## src/rtl/coherency_ctrl_pkg.sv

```systemverilog
// Shared types and constants for the coherency controller's watch engine.
// Sizes, address/backoff types and the poll scheduler's FSM encoding live here.
package coherency_ctrl_pkg;

  localparam int unsigned CACHE_LINE_NUM = 4;
  localparam int unsigned BACKOFF_WIDTH  = 16;
  localparam int unsigned ADDR_WIDTH     = 64;
  localparam int unsigned LINE_BYTES     = 64;
  localparam int unsigned DATA_WIDTH     = 64;
  localparam int unsigned SIZE_WIDTH     = $clog2(CACHE_LINE_NUM) + 1;
  localparam int unsigned IDX_WIDTH      = $clog2(CACHE_LINE_NUM);

  typedef logic [ADDR_WIDTH-1:0]     addr_t;
  typedef logic [SIZE_WIDTH-1:0]     size_t;
  typedef logic [BACKOFF_WIDTH-1:0]  backoff_t;
  typedef logic [CACHE_LINE_NUM-1:0] line_mask_t;
  typedef logic [DATA_WIDTH-1:0]     data_word_t;
  typedef logic [IDX_WIDTH-1:0]      idx_t;

  typedef enum logic [2:0] {
    S_IDLE,
    S_PRIME_REQ,
    S_PRIME_WAIT,
    S_BACKOFF,
    S_POLL_REQ,
    S_POLL_WAIT,
    S_EVENT
  } sched_state_e;

  function automatic backoff_t backoff_min(input backoff_t a, input backoff_t b);
    return (a < b) ? a : b;
  endfunction

endpackage

```

## src/rtl/coherency_backoff_ctr.sv

```systemverilog
// Current backoff value (reload / saturating double) and the inter-sweep countdown.
// start loads the countdown with the backoff value being written in the same cycle.
module coherency_backoff_ctr
  import coherency_ctrl_pkg::*;
(
  input  logic     clk_i,
  input  logic     rst_i,
  input  logic     load_init,
  input  logic     double,
  input  logic     start,
  input  backoff_t init,
  input  backoff_t max,
  output logic     done,
  output backoff_t cur
);

  backoff_t cur_q, cur_d;
  backoff_t cnt_q, cnt_d;
  logic [BACKOFF_WIDTH:0] dbl;

  always_comb begin
    dbl   = {cur_q, 1'b0};
    cur_d = cur_q;
    if (load_init) begin
      cur_d = backoff_min(init, max);
    end else if (double) begin
      if (cur_q == '0) begin
        cur_d = backoff_t'(1);
      end else if (dbl > {1'b0, max}) begin
        cur_d = max;
      end else begin
        cur_d = dbl[BACKOFF_WIDTH-1:0];
      end
    end

    cnt_d = cnt_q;
    if (start) begin
      cnt_d = cur_d;
    end else if (cnt_q != '0) begin
      cnt_d = cnt_q - backoff_t'(1);
    end
  end

  always_ff @(posedge clk_i or posedge rst_i) begin
    if (rst_i) begin
      cur_q <= '0;
      cnt_q <= '0;
    end else begin
      cur_q <= cur_d;
      cnt_q <= cnt_d;
    end
  end

  assign done = (cnt_q == '0);
  assign cur  = cur_q;

endmodule

```

## src/rtl/coherency_poll_sched.sv

```systemverilog
// Watch-engine sequencer: primes per-line snapshots, then polls them one request
// at a time, raising a changed-line event and backing off exponentially between sweeps.
module coherency_poll_sched
  import coherency_ctrl_pkg::*;
(
  input  logic                      clk_i,
  input  logic                      rst_i,
  input  logic                      cfg_valid_i,
  output logic                      cfg_ready_o,
  input  addr_t                     cfg_base_i,
  input  size_t                     cfg_size_i,
  input  backoff_t                  cfg_backoff_init_i,
  input  backoff_t                  cfg_backoff_max_i,
  input  logic                      stop_i,
  output logic                      req_valid_o,
  input  logic                      req_ready_i,
  output addr_t                     req_addr_o,
  input  logic                      resp_valid_i,
  input  logic [DATA_WIDTH-1:0]     resp_data_i,
  output logic                      evt_valid_o,
  input  logic                      evt_ready_i,
  output logic [CACHE_LINE_NUM-1:0] evt_mask_o,
  output logic                      busy_o
);

  localparam size_t MAX_SIZE = size_t'(CACHE_LINE_NUM);

  sched_state_e state_q, state_d;
  idx_t         idx_q, idx_d;
  size_t        size_q, size_d;
  addr_t        base_q, base_d;
  backoff_t     init_q, init_d;
  backoff_t     max_q, max_d;
  line_mask_t   mask_q, mask_d;
  data_word_t   snap_q [CACHE_LINE_NUM];
  data_word_t   snap_d [CACHE_LINE_NUM];
  logic         stop_pend_q, stop_pend_d;

  logic       cfg_fire, last_line, line_chg, sweep_end;
  logic       bo_load_init, bo_double, bo_start, bo_done;
  size_t      size_clamped;
  line_mask_t mask_final;
  backoff_t   bo_init, bo_max, bo_cur;

  // mask_final folds the response being accepted into the sweep mask, so the
  // last line's change decides event-vs-backoff in the same cycle.
  always_comb begin
    cfg_fire     = cfg_valid_i && (state_q == S_IDLE);
    size_clamped = (cfg_size_i > MAX_SIZE) ? MAX_SIZE : cfg_size_i;
    last_line    = (size_t'(idx_q) + size_t'(1)) == size_q;
    line_chg     = resp_data_i != snap_q[idx_q];
    mask_final   = mask_q | (line_mask_t'(line_chg) << idx_q);
    sweep_end    = (state_q == S_POLL_WAIT) && resp_valid_i && last_line;
    bo_load_init = (cfg_fire && (size_clamped != '0)) || (sweep_end && (mask_final != '0));
    bo_double    = sweep_end && (mask_final == '0);
    bo_start     = ((state_q == S_PRIME_WAIT) && resp_valid_i && last_line)
                || bo_double
                || ((state_q == S_EVENT) && evt_ready_i);
    bo_init      = cfg_fire ? cfg_backoff_init_i : init_q;
    bo_max       = cfg_fire ? cfg_backoff_max_i  : max_q;
  end

  coherency_backoff_ctr u_backoff (
    .clk_i     (clk_i),
    .rst_i     (rst_i),
    .load_init (bo_load_init),
    .double    (bo_double),
    .start     (bo_start),
    .init      (bo_init),
    .max       (bo_max),
    .done      (bo_done),
    .cur       (bo_cur)
  );

  // Doubling from zero yields one even under a zero cap; otherwise the cap holds.
  assert property (@(posedge clk_i) disable iff (rst_i)
                   (bo_cur <= max_q) || (bo_cur == backoff_t'(1)));

  always_ff @(posedge clk_i or posedge rst_i) begin
    if (rst_i) begin
      state_q <= S_IDLE;
    end else begin
      state_q <= state_d;
    end
  end

  always_comb begin
    state_d = state_q;
    case (state_q)
      S_IDLE:       if (cfg_fire && (size_clamped != '0)) state_d = S_PRIME_REQ;
      S_PRIME_REQ:  if (req_ready_i) state_d = S_PRIME_WAIT;
      S_PRIME_WAIT: if (resp_valid_i) state_d = last_line ? S_BACKOFF : S_PRIME_REQ;
      S_BACKOFF: begin
        if (stop_pend_q) begin
          state_d = S_IDLE;
        end else if (bo_done) begin
          state_d = S_POLL_REQ;
        end
      end
      S_POLL_REQ:   if (req_ready_i) state_d = S_POLL_WAIT;
      S_POLL_WAIT: begin
        if (resp_valid_i) begin
          if (!last_line) begin
            state_d = S_POLL_REQ;
          end else begin
            state_d = (mask_final != '0) ? S_EVENT : S_BACKOFF;
          end
        end
      end
      S_EVENT:      if (evt_ready_i) state_d = S_BACKOFF;
      default:      state_d = S_IDLE;
    endcase
  end

  always_comb begin
    cfg_ready_o = (state_q == S_IDLE);
    busy_o      = (state_q != S_IDLE);
    req_valid_o = (state_q == S_PRIME_REQ) || (state_q == S_POLL_REQ);
    req_addr_o  = '0;
    if (req_valid_o) begin
      req_addr_o = base_q + addr_t'(idx_q) * addr_t'(LINE_BYTES);
    end
    evt_valid_o = (state_q == S_EVENT);
    evt_mask_o  = evt_valid_o ? mask_q : '0;
  end

  always_comb begin
    idx_d       = idx_q;
    size_d      = size_q;
    base_d      = base_q;
    init_d      = init_q;
    max_d       = max_q;
    mask_d      = mask_q;
    snap_d      = snap_q;
    stop_pend_d = stop_pend_q;

    if ((state_q != S_IDLE) && stop_i) begin
      stop_pend_d = 1'b1;
    end

    case (state_q)
      S_IDLE: begin
        if (cfg_fire) begin
          base_d      = cfg_base_i;
          size_d      = size_clamped;
          init_d      = cfg_backoff_init_i;
          max_d       = cfg_backoff_max_i;
          idx_d       = '0;
          mask_d      = '0;
          stop_pend_d = 1'b0;
        end
      end
      S_PRIME_WAIT: begin
        if (resp_valid_i) begin
          snap_d[idx_q] = resp_data_i;
          idx_d         = last_line ? '0 : idx_q + idx_t'(1);
        end
      end
      S_POLL_WAIT: begin
        if (resp_valid_i) begin
          if (line_chg) begin
            snap_d[idx_q] = resp_data_i;
          end
          mask_d = mask_final;
          idx_d  = last_line ? '0 : idx_q + idx_t'(1);
        end
      end
      S_BACKOFF: begin
        if (stop_pend_q) begin
          stop_pend_d = 1'b0;
        end else if (bo_done) begin
          idx_d  = '0;
          mask_d = '0;
        end
      end
      S_EVENT: begin
        if (evt_ready_i) begin
          mask_d = '0;
        end
      end
      default: ;
    endcase
  end

  always_ff @(posedge clk_i or posedge rst_i) begin
    if (rst_i) begin
      idx_q       <= '0;
      size_q      <= '0;
      base_q      <= '0;
      init_q      <= '0;
      max_q       <= '0;
      mask_q      <= '0;
      snap_q      <= '{default: '0};
      stop_pend_q <= 1'b0;
    end else begin
      idx_q       <= idx_d;
      size_q      <= size_d;
      base_q      <= base_d;
      init_q      <= init_d;
      max_q       <= max_d;
      mask_q      <= mask_d;
      snap_q      <= snap_d;
      stop_pend_q <= stop_pend_d;
    end
  end

endmodule

```

## config.mk

```make
export PLATFORM = sky130hd
export DESIGN_NAME = coherency_poll_sched
export DESIGN_NICKNAME = d
export VERILOG_FILES = /design/src/rtl/coherency_ctrl_pkg.sv /design/src/rtl/coherency_backoff_ctr.sv /design/src/rtl/coherency_poll_sched.sv
export SDC_FILE = /design/constraint.sdc
export NUM_CORES = 1
export LEC_CHECK = 0
export ABC_CLOCK_PERIOD_IN_PS = 11700
export BUFFER_PORTS_ARGS = -buffer_cell sky130_fd_sc_hd__buf_2
export CORE_MARGIN = 5
export CORE_UTILIZATION = 45
export CTS_CLUSTER_DIAMETER = 30
export DETAILED_ROUTE_END_ITERATION = 8
export MAX_ROUTING_LAYER = met4
export PLACE_DENSITY = 0.67
export REMOVE_ABC_BUFFERS = 1
export SLEW_MARGIN = 20
export SYNTH_ARGS = -nofsm -noshare
export SYNTH_HDL_FRONTEND = slang
export SYNTH_SLANG_ARGS = --single-unit
```

## constraint.sdc

```tcl
create_clock -name clk_i -period 11.7 [get_ports clk_i]
set_clock_uncertainty 0.15 [all_clocks]
set_input_delay 1.17 -clock clk_i [delete_from_list [all_inputs] [get_ports clk_i]]
set_output_delay 1.17 -clock clk_i [all_outputs]
set_load 0.005 [all_outputs]
```

Word-level counts from Yosys, hierarchy flattened
Index checks and enable logic that the tools add are counted.
{ "totals": {"regBits": 397, "elab_cells": 129, "in_bits": 170, "output_inout_bits": 72} }
{ "op_classes": {"n_mux": 50, "n_addsub": 4, "bitwise_logic": 2, "order_cmp": 5, "n_reduce_logical": 33, "shifts": 1, "n_eq_ne": 20} }
{ "ops": {"columns": ["op", "n"], "rows": [
  ["$mux W256", 3],
  ["$pmux W256 S2", 1],
  ["$bwmux W256", 1],
  ["$mux W64", 4],
  ["$mux W16", 9],
  ["$bmux W64 S2", 1],
  ["$demux W64 S2", 1],
  ["$add A64 B8 Y64", 1],
  ["$ne A64 B64 Y1", 1],
  ["$mux W3", 11],
  ["$logic_not A16 Y1", 2],
  ["$mux W4", 6],
  ["$pmux W3 S7", 1],
  ["$gt A17 B16 Y1", 1],
  ["$lt A16 B16 Y1", 1],
  ["$pmux W4 S4", 1],
  ["$reduce_bool A16 Y1", 1],
  ["$sub A16 B1 Y16 const B", 1],
  ["$ne A2 B2 Y1 const B", 7],
  ["$mux W2", 6],
  ["$logic_and A1 B1 Y1", 11],
  ["$eq A3 B3 Y1 const B", 3],
  ["$reduce_bool A3 Y1", 3],
  ["$ne A2 B1 Y1 const B", 4],
  ["26 further kinds", 34]
]} }

Logic depth before layout (Yosys ltp)
Gate-level depths: netlist of the first run.
{ "depth": {"depth_word": 12, "ltp_mapped": 16, "mapped_depth_nobuf": 12} }

By module
From an unflattened synthesis of the first run, not the netlist that was laid out.
{ "unflattened": {"cells_unflattened": 2226, "area_unflattened_um2": 23452.5} }
{ "modules_own_cells": {"columns": ["mod", "cells_per_inst", "area_each_um2", "seq_area_each_um2", "instances"], "rows": [
  ["coherency_poll_sched", 1843, 20263.2, 9133.8, 1],
  ["coherency_backoff_ctr", 383, 3189.3, 800.8, 1]
]} }

Worst setup path before layout of the first run
OpenSTA, ideal clock, no wires.
{ "synth_timing": {"path_type": "input -> register", "from": "input cfg_valid_i", "to": "register u_backoff.cur_q[14], in the netlist u_backoff.cur[14]", "t_required_ns": 11.425, "arrival_ns": 4.942, "path_stages": 13, "slack_ns": 6.483, "setup_ns": 0.125, "cell_sequence": "nor4b_4 -> buf_2 -> buf_1 -> clkbuf_1 -> mux2i_1 -> ha_1 -> o21a_1 -> o2111a_1 -> a211oi_2 -> buf_2 -> mux2i_1 -> o21ai_0 -> mux2_2"} }
{ "synth_between": {"elab_chain_len": 7} }
{ "synth_rtl": {"columns": ["item", "line_no", "source"], "rows": [
  ["start: declaration", "coherency_poll_sched.sv:8", "input logic cfg_valid_i,"],
  ["$logic_and A1 B1 Y1 *", "coherency_poll_sched.sv:48", "cfg_fire = cfg_valid_i && (state_q == S_IDLE);"],
  ["$mux W16", null, null],
  ["$gt A17 B16 Y1", "coherency_backoff_ctr.sv:29", "end else if (dbl > {1'b0, max}) begin"],
  ["$mux W16", "coherency_backoff_ctr.sv:29", null],
  ["$mux W16", "coherency_backoff_ctr.sv:27", "if (cur_q == '0) begin"],
  ["$mux W16", "coherency_backoff_ctr.sv:26", "end else if (double) begin"],
  ["$mux W16 *", "coherency_backoff_ctr.sv:24", "if (load_init) begin"],
  ["named net u_backoff.cur_d[14]", "coherency_backoff_ctr.sv:17", "backoff_t cur_q, cur_d;"],
  ["end signal: assignment", "coherency_backoff_ctr.sv:49", "cur_q <= cur_d;"],
  ["end: declaration", "coherency_backoff_ctr.sv:17", null]
]} }
Mark *: on every way through the listed nets, which the timed path passes. The rest lies on a longest branch.
A chain may end at the register's enable or synchronous reset.

Final worst setup path of the first run
{ "layout_timing": {"from": "register idx_q[0]", "to": "output req_addr_o[57]"} }
{ "layout_between": {"elab_chain_len": 2} }
{ "layout_rtl": {"columns": ["item", "line_no", "source"], "rows": [
  ["start: declaration", "coherency_poll_sched.sv:29", "idx_t idx_q, idx_d;"],
  ["start signal: assignment", "coherency_poll_sched.sv:196", "idx_q <= idx_d;"],
  ["$add A64 B8 Y64", "coherency_poll_sched.sv:121", "req_addr_o = base_q + addr_t'(idx_q) * addr_t'(LINE_BYTES);"],
  ["$mux W64", "coherency_poll_sched.sv:120", "if (req_valid_o) begin"],
  ["end: declaration", "coherency_poll_sched.sv:17", "output addr_t req_addr_o,"]
]} }
No other way between the ends.

==> results of run 1 <==
[worst paths after layout]
| path | slack (ns) | cells past startpoint | startpoint | to |
|---|---|---|---|---|
| hold reg to reg | 0.35 | 1 | snap_q[97]$_DFFE_PP0P_ | snap_q[97]$_DFFE_PP0P_ |
| hold / removal | 0.35 | 1 | snap_q[97]$_DFFE_PP0P_ | snap_q[97]$_DFFE_PP0P_ |
| max in group asynchronous | 9.06 | 4 | rst_i | snap_q[78]$_DFFE_PP0P_ |
| setup / recovery | 5.24 | 11 | idx_q[0]$_DFFE_PP0P_ | req_addr_o[57] |
| min in group asynchronous | 0.48 | 2 | rst_i | base_q[51]$_DFFE_PP0P_ |
| setup reg to reg | 6.01 | 10 | idx_q[0]$_DFFE_PP0P_ | snap_q[78]$_DFFE_PP0P_ |
[area by class of cell]
type                            count  share of cell area, %
Multi-Input combinational cell   1114                  39.56
Sequential cell                   397                  38.17
Clock buffer                      131                  10.66
Timing Repair Buffer              257                  5.169
Clock inverter                     49                  2.921
Tap cell                          600                  2.882
Inverter                           33                 0.5044
Antenna cell                       14                 0.1345
[logic make-up (layout without fill, tap and decap cells)]
family,Yosys count,in the layout,synth area share [%]
buffers and inverters,116,470,2.516
XOR/XNOR,128,128,5.407
adder cells (fa/ha/maj),35,35,2.148
flip-flops,397,397,47.91
other,0,14,0
multiplexers,463,463,28.46
AND/OR/NAND/NOR,326,326,8.357
AO/OA/AOI/OAI,162,162,5.202
[worst reg2reg max path, delay by kind of cell (launching register included)]
| kind | cells | cell delay (ns) |
|---|---|---|
| mux | 2 | 1.12 |
| buf+inv | 2 | 1.15 |
| simple gates | 4 | 1.40 |
| xor+xnor | 1 | 0.18 |
| compound gates | 1 | 0.65 |
| flops | 1 | 0.92 |
[flip-flops by register name (all words and copies together), names as in the netlist]
signal / flops
max_q: 16
idx_q: 2
mask_q: 4
init_q: 16
base_q: 64
state_q: 3
snap_q: 256
stop_pend_q: 1
u_backoff.cnt_q: 16
size_q: 3
u_backoff.cur: 16
[layout by cell type (no fill, tap or decap), types with 12 or more instances in the layout]
master,count
o21ai_0,48
xnor2_1,86
clkbuf_1,14
buf_4,13
dfrtp_1,395
mux2i_1,27
nor2_1,73
and2_1,19
clkbuf_8,18
mux2_2,372
diode_2,14
clkbuf_16,99
and3_1,12
bufinv_16,16
ha_1,34
buf_2,241
clkinv_2,17
nor4_1,14
mux4_2,64
a21oi_1,30
nor3_1,14
nand3_1,27
or3_1,17
xor2_1,42
inv_1,32
nand2_1,67
nand4_1,33
[synthesized netlist by cell type, types with 5 or more instances]
master and instances:
nand3_1 27, o21a_1 5, nor2b_1 8, o211ai_1 10, and2_1 19, ha_1 34
xor2_1 42, mux2_2 372, nand2b_1 7, a21oi_1 30, nor4_1 14, o21ai_0 48
nor2_1 74, xnor2_1 86, nand2_1 67, mux2i_1 27, and4_1 8, clkbuf_1 32
a21o_1 8, buf_1 10, inv_1 33, o41ai_1 8, and3_1 12, a22o_1 9
mux4_2 64, buf_2 33, nand4b_1 5, nand4_1 33, or3_1 17, dfrtp_1 397
a31oi_1 6, nor3_1 14
[routing by layer]
metal  wire length (µm)  GRT usage [%]  up-vias
li1                   -              -     6598
met1              21470          25.87     7252
met2              24260          32.66      359
met3               3132          5.286       82
met4                848          5.500        0
met5                  0              -        -
[through the flow]
stage | utilization [%] | std cells | hold WS [ns] | worst slack, ns
after global placement | 49.40 | 2401 | 0.3323 | 5.928
final | 57.27 | 2595 | 0.3473 | 5.236
after detailed placement | 49.40 | 2401 | 0.3399 | 5.836
after global routing | 57.27 | 2594 | 0.3567 | 4.754
after CTS | 57.18 | 2581 | 0.3499 | 5.143
after floorplan | - | 1544 | 0.3027 | -0.6594
[power breakdown]
part	internal, mW	switching [mW]	leakage (nW)
Sequential	2.02	0.466	4.98
Clock	2.01	0.830	1.72
Combinational	1.46	1.24	4.76
==> reports/metrics.cfg, run 1 <==
[status]
status=finished clean

[die]
dieArea_mm2=0.05047
dieWidth_um=224.7
start_util_pct=45.59
row_count=78
coreArea_mm2=0.04548
die_y_um=224.7
ioPinCount=242

[drt]
drc=0
dr.first_iter.drc_count=913
avgViaCountPerCell=5.507
wl_per_cell_um=19.16
first_pass_iters=5
ant_nets=0
vias=14290
drt_wl_total_um=49720

[setup_path]
critical-path-slowest-cell=dfrtp_4
worst_ep_arrival_time_ns=5.14
critPathMaxFanout=38
crit_chain=buf_4 > ha_1 > a21o_1 > and4_1 > nor4b_1 > nand3_1 > nor2_1 > nand3_1 > xor2_1 > nor2_1 > buf_2
required_ns=10.38
crit_path_start_kind=flop
cp_slowest_stage_delay_ns=0.92
cpLargestDelayFamily=simple AND/OR/NAND/NOR gates
critical_path_class=reg -> out
cp-end-kind=output port
critical_path_buf_inv_count=2

[synthesis]
synth.area.top_cells=dfrtp_1 (48%), mux2_2 (20%), mux4_2 (7.0%), xnor2_1 (3.6%), ha_1 (2.1%)
synth_area_per_cell_um2=12.74
syn_inst=1627
synthArstFlopShare_pct=100.0
synth_enable_flop_cells=0
synth_seq_cells=397
ys_seq_area_share_pct=47.91
syn-cell-area_mm2=0.02073
synthFlopType=dfrtp_1
yosysTopAreaCell=dfrtp_1
ys_warn_count=0
synth_cell_type_count=65
synthDominantCellAreaShare_pct=47.91

[power_and_ir_drop]
vdd_ir_drop_max_v=0.0001774
power_density_mw_per_mm2=308.2
p_leak_nw=11.47
total_power_mw=8.027

[global_route]
grt_antenna_before_repair=15
grt_pass1_wl_um=81850
grt_usage_pct=20.35
overflow=0
first_global_vias=15310
grt_max_degree=164

[timing]
tightestPinTransition_ns=1.055
fin_setup_tns_ns=0
fmax_ghz=0.1547
slew_headroom_pct=29.68
maxSlewViolCount=0
period_minus_slack_ns=6.464
fin_crit_sh_pct=55.24
setup_viol=0
hold_viol=0
rsz0062_at_grt=no

[finish]
final.fill_count=3711
multi_input_area_mm2=0.01030
final_nets=2105
postLayoutCellArea_mm2=0.02605
area_growth_pct=25.62
drive_gt1_share_pct=44.22
seq_area_mm2=0.009942

[place]
place_area_mm2=0.02247
hpwlAfterDp_um=32190
routabilityCongestion=0.8943
port_buffers=241

[hold_path]
hp-class=reg -> reg

[cts]
cts_tree=done
clkTransAtPathRegs_ns=0.04
ctsHoldBuffers=0
clockRootBuffer=clkbuf_16
cts_buffer_depth=3
post_cts_buffers=0
cts_buffers=97
clk_latency_ns=0.62
htree_levels=3
clock-sinks=397
cts-resized-gates=0

[flow_run]
maxCapViolCount=0

No activity file was read; power rests on OpenSTA's default activity.
==> run 2, diff against run 1 <==
ABC_CLOCK_PERIOD_IN_PS = 6100   (was 11700)
PLACE_DENSITY = not set   (was 0.67)
clock period = 6.1 ns   (was 11.7 ns; I/O delays follow)
==> run 2 against run 1 <==
  * Die area did not move
  * Flip-flop and latch count unchanged
  * Register-to-register slack got worse by 4.8 ns
  * Routed wire length increased by 2.0%
  * Total power rose by 96%
  * Utilization is 0.75 points higher
  * Clock-buffer cell count rose by 2
  * Via count down 0.73%
  * Critical endpoint is now req_addr_o[55]
  * Cell count is 0.58% higher
  * Critical path depth stayed put
==> reports/metrics.cfg, run 2 (synthesis results as in run 1) <==
[setup_path]
cp_slowest_stage_delay_ns=0.62  ; -0.30 ns
crit_path_start_kind=flop
worst_ep_arrival_time_ns=4.43  ; -0.71 ns
critPathMaxFanout=22  ; -42%
r2r_start=state_q[0]$_DFFE_PP0P_
critical_path_class=reg -> out
reg2reg_slack_ns=1.22  ; -4.79 ns
required_ns=5.34  ; -5.04 ns
critical-path-slowest-cell=dfrtp_4
crit_chain=buf_4 > ha_1 > a21o_1 > and4_1 > nor4b_1 > nand3_1 > nor2_1 > nand3_1 > xor2_1 > nor2_1 > buf_2
r2r_end=u_backoff.cur[9]$_DFF_PP0_
cp-end-kind=output port
worst-r2r-cell-count=14  ; +4

[global_route]
grt_pass1_wl_um=81900  ; about the same
first_global_vias=15170  ; -0.87%
grt_antenna_before_repair=14  ; -1
grt_usage_pct=20.69  ; +0.34 points
grt_max_degree=141  ; -14%
overflow=0  ; unchanged

[power_and_ir_drop]
p_leak_nw=11.63  ; +1.5%
power_density_mw_per_mm2=596.3  ; +93%
vdd_ir_drop_max_v=0.0003549  ; +100%

[place]
place_area_mm2=0.02260  ; +0.59%
hpwlAfterDp_um=33560  ; +4.3%
routabilityCongestion=0.8903  ; -0.45%
port_buffers=241  ; unchanged
placed_cells=2407  ; +0.25%

[cts]
ctsHoldBuffers=0  ; unchanged
clock-sinks=397  ; unchanged
post_cts_buffers=0  ; unchanged
cts-resized-gates=0  ; unchanged
htree_levels=3  ; unchanged
cts_buffer_depth=3  ; unchanged
clkTransAtPathRegs_ns=0.05  ; about the same
clockRootBuffer=clkbuf_16
cts_tree=done
clk_latency_ns=0.63  ; about the same
cts_buffers=102  ; +5.2%

[finish]
postLayoutCellArea_mm2=0.02639  ; +1.3%
final_nets=2116  ; +0.52%
largest_register=snap_q
stdcell_count=2610  ; +0.58%
seq_area_mm2=0.009942  ; unchanged
drive_gt1_share_pct=44.99  ; +0.77 points
largest_reg_flops=256  ; unchanged
area_growth_pct=27.27
mostFrequentLayoutCells=dfrtp_1 (395), mux2_2 (372), buf_2 (241)
final.fill_count=3713  ; +0.054%
final_common_cell=dfrtp_1
multi_input_area_mm2=0.01030  ; unchanged
top_regs=snap_q (256), base_q (64)

[flow_run]
maxCapViolCount=0  ; unchanged

[timing]
tightestPinTransition_ns=1.049  ; -0.005725 ns
fin_crit_sh_pct=85.09
setup_viol=0  ; unchanged
period_minus_slack_ns=5.190
slew_headroom_pct=29.90  ; +0.22 points
maxSlewViolCount=0  ; unchanged
rsz0062_at_grt=no
hold_viol=0  ; unchanged
fmax_ghz=0.1927

[drt]
wl_per_cell_um=19.42  ; +1.4%
dr.first_iter.drc_count=635  ; -30%
vias=14190  ; -0.73%
avgViaCountPerCell=5.436  ; -1.3%
first_pass_iters=5  ; unchanged
drt_wl_total_um=50690  ; +2.0%
drc=0  ; unchanged
ant_nets=0  ; unchanged

[die]
dieArea_mm2=0.05047  ; unchanged
row_count=78  ; unchanged
ioPinCount=242  ; unchanged
start_util_pct=45.59  ; unchanged
die_y_um=224.7  ; unchanged
dieWidth_um=224.7  ; unchanged
coreArea_mm2=0.04548  ; unchanged

[hold_path]
hp-class=in -> async

[status]
status=finished clean

[run 2: cell types whose count changed in the layout (fill, tap and decap cells not counted), sizes merged]
| cell | change |
|---|---|
| clkbuf | +2 |
| clkinvlp | +1 |
| inv | +1 |
| clkinv | +6 |
| bufinv | +1 |
| buf | +6 |
| diode | -2 |
[run 2: how the worst max path moves through the flow]
stage                               from                       to  depth (start not counted)  slack [ns]
finish              idx_q[1]$_DFFE_PP0P_           req_addr_o[55]                         11        0.91
global route        idx_q[0]$_DFFE_PP0P_           req_addr_o[55]                         11        0.50
CTS                 idx_q[1]$_DFFE_PP0P_           req_addr_o[55]                         11        0.80
detailed placement  idx_q[0]$_DFFE_PP0P_   snap_q[97]$_DFFE_PP0P_                         10        1.25
global placement    idx_q[0]$_DFFE_PP0P_  snap_q[191]$_DFFE_PP0P_                         10        1.22
floorplan                          rst_i    base_q[0]$_DFFE_PP0P_                          1       -5.70
[run 2: through the flow]
step,hold WS (ns),power [mW],worst slack (ns),setup TNS (ns),utilization [%]
6_report,0.01653,15.74,0.9097,0,58.03
5_1_grt,0.02918,16.70,0.4982,0,58.03
4_1_cts,0.01442,15.90,0.8022,0,57.96
3_5_place_dp,0.3370,10.05,1.249,0,49.69
3_3_place_gp,0.3336,9.885,1.220,0,49.69
2_1_floorplan,0.3027,8.524,-5.699,-2395.35,-
[run 2: worst max-delay path, delay by kind of cell (launching register included)]
kind            cells  cell delay (ns)
fa+ha+maj           1             0.33
simple gates        6             2.02
xor+xnor            1             0.16
compound gates      1             0.19
buf+inv             2             0.46
flops               1             0.62
[run 2: report_power, final]
group / internal (mW) / switching (mW) / total (mW)
clock network: 4.07 / 1.66 / 5.74
logic: 2.84 / 2.45 / 5.28
registers: 3.87 / 0.840 / 4.71
[run 2: cell type report]
cell class                      count  share of cell area [%]
Clock inverter                     58                   3.177
Timing Repair Buffer              263                   5.576
Inverter                           33                  0.4978
Sequential cell                   397                   37.67
Clock buffer                      133                   11.07
Tap cell                          600                   2.845
Antenna cell                       12                  0.1138
Multi-Input combinational cell   1114                   39.04
[run 2: metal layers]
metal,vias up,global-route usage [%],routed length (µm)
met2,336,32.54,24200
met1,7133,26.87,22490
met4,0,5.362,1051
met3,90,5.560,2944
li1,6628,-,-
met5,-,-,0
